### src/rtl/range_display_pkg.sv
// Shared types and constants for the range display block: FSM state encoding,
// digit count, special segment patterns and the double-dabble nibble adjust.
package range_display_pkg;

    typedef enum logic [1:0] {
        ST_IDLE    = 2'd0,
        ST_CONVERT = 2'd1,
        ST_DONE    = 2'd2
    } state_t;

    localparam int         NUM_DIGITS = 4;
    localparam logic [6:0] SEG_BLANK  = 7'h00;
    localparam logic [6:0] SEG_DASH   = 7'h40;

    // Add 3 to every BCD nibble that is 5 or more, so the following left
    // shift carries correctly into the next decimal digit.
    function automatic logic [15:0] bcd_adjust(input logic [15:0] value);
        logic [15:0] result;
        result = value;
        for (int i = 0; i < NUM_DIGITS; i++) begin
            if (value[4*i +: 4] >= 4'd5) begin
                result[4*i +: 4] = value[4*i +: 4] + 4'd3;
            end
        end
        return result;
    endfunction

endpackage

### src/rtl/range_display_bcd_to_seg7.sv
// Combinational BCD digit to 7-segment decode, active-high {g,f,e,d,c,b,a}.
// Codes above 9 decode to a blank digit.
module bcd_to_seg7
    import range_display_pkg::*;
(
    input  logic [3:0] bcd,
    output logic [6:0] seg
);

    // Pure lookup of the segment pattern for one decimal digit
    always_comb begin
        seg = SEG_BLANK;
        case (bcd)
            4'd0: seg = 7'h3F;
            4'd1: seg = 7'h06;
            4'd2: seg = 7'h5B;
            4'd3: seg = 7'h4F;
            4'd4: seg = 7'h66;
            4'd5: seg = 7'h6D;
            4'd6: seg = 7'h7D;
            4'd7: seg = 7'h07;
            4'd8: seg = 7'h7F;
            4'd9: seg = 7'h6F;
            default: seg = SEG_BLANK;
        endcase
    end

endmodule

### src/rtl/range_display.sv
// Range display: converts a binary range value to four BCD digits with a
// serial double-dabble engine, then scans the last result onto a multiplexed
// 4-digit 7-segment display with leading-zero blanking and an error dash mode.
module range_display
    import range_display_pkg::*;
#(
    parameter int WIDTH    = 10,
    parameter int SCAN_DIV = 16
) (
    input  logic             clock,
    input  logic             reset,
    input  logic [WIDTH-1:0] range_in,
    input  logic             range_valid,
    input  logic             error_in,
    output logic             busy,
    output logic [15:0]      bcd_out,
    output logic             bcd_valid,
    output logic [6:0]       segments,
    output logic [3:0]       digit_en,
    output logic             error_led
);

    localparam int CNT_W  = $clog2(WIDTH + 1);
    localparam int SCAN_W = (SCAN_DIV > 1) ? $clog2(SCAN_DIV) : 1;

    state_t             state_reg;
    logic [WIDTH-1:0]   shifter_reg;
    logic [15:0]        scratch_reg;
    logic [CNT_W-1:0]   count_reg;
    logic               err_cap_reg;
    logic [15:0]        bcd_out_reg;
    logic               bcd_valid_reg;
    logic               error_led_reg;

    logic [SCAN_W-1:0]  scan_cnt_reg;
    logic [1:0]         digit_idx_reg;

    logic [3:0]            sel_digit;
    logic [6:0]            seg_raw;
    logic [NUM_DIGITS-1:0] digit_lit;

    // Conversion FSM: capture, shift WIDTH times through the BCD scratch, publish
    always_ff @(posedge clock or negedge reset) begin
        if (!reset) begin
            state_reg     <= ST_IDLE;
            shifter_reg   <= '0;
            scratch_reg   <= '0;
            count_reg     <= '0;
            err_cap_reg   <= 1'b0;
            bcd_out_reg   <= '0;
            bcd_valid_reg <= 1'b0;
            error_led_reg <= 1'b0;
        end else begin
            bcd_valid_reg <= 1'b0;
            case (state_reg)
                ST_IDLE: begin
                    if (range_valid) begin
                        shifter_reg <= range_in;
                        err_cap_reg <= error_in;
                        scratch_reg <= '0;
                        count_reg   <= CNT_W'(WIDTH);
                        state_reg   <= ST_CONVERT;
                    end
                end
                ST_CONVERT: begin
                    {scratch_reg, shifter_reg} <= {bcd_adjust(scratch_reg), shifter_reg} << 1;
                    count_reg <= count_reg - CNT_W'(1);
                    if (count_reg == CNT_W'(1)) begin
                        state_reg <= ST_DONE;
                    end
                end
                ST_DONE: begin
                    bcd_out_reg   <= scratch_reg;
                    error_led_reg <= err_cap_reg;
                    bcd_valid_reg <= 1'b1;
                    state_reg     <= ST_IDLE;
                end
                default: state_reg <= ST_IDLE;
            endcase
        end
    end

    // Free-running scan divider; the digit index steps once per SCAN_DIV cycles
    always_ff @(posedge clock or negedge reset) begin
        if (!reset) begin
            scan_cnt_reg  <= '0;
            digit_idx_reg <= 2'd0;
        end else if (scan_cnt_reg == SCAN_W'(SCAN_DIV - 1)) begin
            scan_cnt_reg  <= '0;
            digit_idx_reg <= digit_idx_reg + 2'd1;
        end else begin
            scan_cnt_reg  <= scan_cnt_reg + SCAN_W'(1);
        end
    end

    // A digit is lit when it or any more significant digit is non-zero;
    // digit 0 is always lit so a zero result still shows "0".
    genvar gi;
    generate
        for (gi = 0; gi < NUM_DIGITS; gi++) begin : g_lit
            if (gi == 0) begin : g_lsd
                assign digit_lit[gi] = 1'b1;
            end else begin : g_upper
                assign digit_lit[gi] = |bcd_out_reg[15:4*gi];
            end
        end
    endgenerate

    // Select the nibble of the currently scanned digit
    always_comb begin
        sel_digit = bcd_out_reg[3:0];
        case (digit_idx_reg)
            2'd0: sel_digit = bcd_out_reg[3:0];
            2'd1: sel_digit = bcd_out_reg[7:4];
            2'd2: sel_digit = bcd_out_reg[11:8];
            2'd3: sel_digit = bcd_out_reg[15:12];
            default: sel_digit = bcd_out_reg[3:0];
        endcase
    end

    bcd_to_seg7 u_seg (
        .bcd (sel_digit),
        .seg (seg_raw)
    );

    // Segment output priority: error dash, then blanking, then decoded digit
    always_comb begin
        segments = SEG_BLANK;
        if (error_led_reg) begin
            segments = SEG_DASH;
        end else if (digit_lit[digit_idx_reg]) begin
            segments = seg_raw;
        end
    end

    assign digit_en  = 4'b0001 << digit_idx_reg;
    assign busy      = (state_reg != ST_IDLE);
    assign bcd_out   = bcd_out_reg;
    assign bcd_valid = bcd_valid_reg;
    assign error_led = error_led_reg;

endmodule
### config.mk
export PLATFORM = sky130hd
export DESIGN_NAME = range_display
export DESIGN_NICKNAME = d
export VERILOG_FILES = /design/src/rtl/range_display_pkg.sv /design/src/rtl/range_display_bcd_to_seg7.sv /design/src/rtl/range_display.sv
export SDC_FILE = /design/constraint.sdc
export NUM_CORES = 1
export LEC_CHECK = 0
export ABC_AREA = 1
export CAP_MARGIN = 30
export CORE_ASPECT_RATIO = 1.4
export CORE_MARGIN = 1.5
export CORE_UTILIZATION = 30
export CTS_CLUSTER_DIAMETER = 30
export DETAILED_ROUTE_END_ITERATION = 10
export PLACE_DENSITY = 0.47
export SLEW_MARGIN = 40
export SYNTH_ARGS = -nofsm -noshare
export SYNTH_HDL_FRONTEND = slang
export SYNTH_SLANG_ARGS = --single-unit
### constraint.sdc
create_clock -name clock -period 6.1 [get_ports clock]
set_input_delay 1.22 -clock clock [delete_from_list [all_inputs] [get_ports clock]]
set_output_delay 1.22 -clock clock [all_outputs]
set_load 0.1 [all_outputs]
==> results.toml <==
[routing]
vias = 2477
wl_per_cell_um = 12.8
wirelength_um = 6930
vias_per_cell = 4.57
first_pass_iters = 4
drcViolationCount = 0
drt-initial-drc-count = 135
antenna_left = 0

[setup_path]
startpoint_type = "flip-flop"
arrival_ns = 2.68
path_class = "flip-flop to output pin"
endpoint_kind = "output pin"
rr_worst_depth = 5
cp_max_fo = 5
cp.required_ns = 4.88

[synth]
synth_fa_ha_area_share_pct = 8.28
synth_cell_types = 28
synth_compound_area_share_pct = 15.6
synth_fp_nets = 391
yosys.area_share.simple_pct = 21.0
ys_seq_area_share_pct = 47.2
synth_top_family_by_area = "simple AND/OR/NAND/NOR gates"
ys_ff_latch = 57
muxShareOfSynthArea_pct = 0
synth-xor-area-share_pct = 1.16
yosysWarnings = 0
syn-cell-area_sq_mm = 0.00302
avgSynthCellArea_sq_um = 8.46
syn_inst = 357

[timing]
worst_slew_pin_slew_ns = 0.602
finalMaxSlewViolations = 0
skew_ns = 0.00486
tns_ns = 0
rsz0062_at_grt = "no"
final_hold_viol_count = 0
fmax_ghz = 0.256
period_share_pct = 63.9
fin_crit_ns = 3.90
worst_hold_slack_ns = 0.471
relSlewSlack_pct = 59.7
setup_viol_count_final = 0

[cts]
clk_pin_slew_ns = 0.05
cts_tree = "done"
clock_latency_ns = 0.32
cts_setup_buffers = 0
root_buffer = "clkbuf_16"
cts_buffers = 9
cts.sinks = 57
ctsLongestPathBuffers = 2
cts_resized = 0
htreeDepth = 3
postCtsHoldBufs = 0

[global_route]
antenna_found_initial = 0
grt_pass1_vias = 2440
grt_first_pass_wirelength_um = 11600
track_usage_pct = 14.2
grt.overflow.total = 0
grt_max_degree = 58

[die]
ios = 44
start_util_pct = 30.7
die_h_um = 122
core_area_sq_mm = 0.00985
core.rowCount = 43
die_w_um = 87.8
dieArea_sq_mm = 0.0107

[place]
place_congestion = 0.891
hpwl_um = 4940
numPortBuffers = 43

[final_layout]
layout_commonest_cell = "nand2_1"
nNetsFinal = 437
area_growth_syn_to_layout_pct = 21.7
layout-drive-gt1-share_pct = 17.2
mostFrequentLayoutCells = "nand2_1 (87), dfrtp_1 (57), o21ai_0 (43)"
n_antenna_cell = 0

[run]
drv_cap = 0

[worst_hold_path]
worstHoldPathType = "flip-flop to flip-flop"
hold_depth = 2

[outcome]
outcome = "finished, final reports clean"
==> per-layer routing <==
| layer | part of all wire, % | GRT usage (%) | vias up |
|---|---|---|---|
| met5 | 0 | 0 | - |
| met4 | 3.7 | 8.04 | 0 |
| met3 | 3.7 | 3.39 | 14 |
| met2 | 49 | 23.5 | 65 |
| met1 | 44 | 16.5 | 1141 |
| li1 | - | - | 1257 |
==> final timing paths <==
| kind | from | to | slack (ns) |
|---|---|---|---|
| max | digit_idx_reg[0] | segments[3] | 2.20 |
| min | shifter_reg[0] | shifter_reg[0] | 0.47 |
| max reg2reg | state_reg[0] | scratch_reg[3] | 4.34 |
| min reg2reg | shifter_reg[0] | shifter_reg[0] | 0.47 |
| max in group asynchronous | reset | bcd_out[13] | 4.77 |
| min in group asynchronous | reset | shifter_reg[0] | 0.95 |
==> area by class of cell <==
class                   count  area, sq um
repair buffers             44          287
multi-input cells         253         1390
flip-flops and latches     57         1430
clock buffers              11          243
well taps                 135          169
clock inverters             4         20.0
fillers                  1039         6170
inverters                  38          143
==> critical path, stage by stage, from the launching register on <==
cell     delay [ns]
dfrtp_1        0.42
inv_1          0.14
ha_1           0.24
nand2_1        0.07
nand2_1        0.07
nor2_1         0.04
nor2_1         0.18
inv_1          0.13
ha_1           0.31
nor2_1         0.15
nor2_1         0.06
nor2_1         0.10
buf_2          0.43
==> logic make-up after synthesis <==
logic type	Yosys count
AOI/OAI and AO/OA	81
and+or+nand+nor	148
DFF	57
adders and majority gates	20
xor gates and xnor gates	4
buffers and inverters	47
==> synth_stat cells <==
cell type / count / area, sq um
a21oi_1: 15 / 75.1
a22oi_1: 9 / 67.6
a31oi_1: 1 / 6.26
buf_2: 2 / 10.0
buf_4: 1 / 7.51
buf_6: 3 / 33.8
clkbuf_1: 3 / 11.3
dfrtp_1: 57 / 1430
ha_1: 20 / 250
inv_1: 33 / 124
inv_2: 5 / 18.8
nand2_1: 87 / 327
nand2_2: 3 / 18.8
nand3_1: 15 / 75.1
nand3_2: 2 / 20.0
nand4_1: 1 / 6.26
nor2_1: 32 / 120
nor2_4: 3 / 33.8
o21ai_0: 43 / 215
o21ai_1: 6 / 30.0
o21ai_2: 1 / 8.76
o21ai_4: 1 / 16.3
o21bai_1: 1 / 7.51
o22ai_1: 1 / 6.26
o22ai_2: 3 / 37.5
or2_2: 4 / 25.0
or2_4: 1 / 8.76
xor2_1: 4 / 35.0
==> through the flow <==
step	util [%]	setup WS (ns)	cells	instance area, sq um
after floorplan	-	1.22	357	3020
after global placement	36.2	1.91	527	3560
after detailed placement	34.6	2.55	527	3410
after CTS	37.3	2.19	542	3670
after global routing	37.3	2.00	542	3680
final	37.3	2.20	542	3680
Power is left out: the tool's default activity adds up to more than one toggle a clock period on the data nets, which glitch-free logic cannot reach.
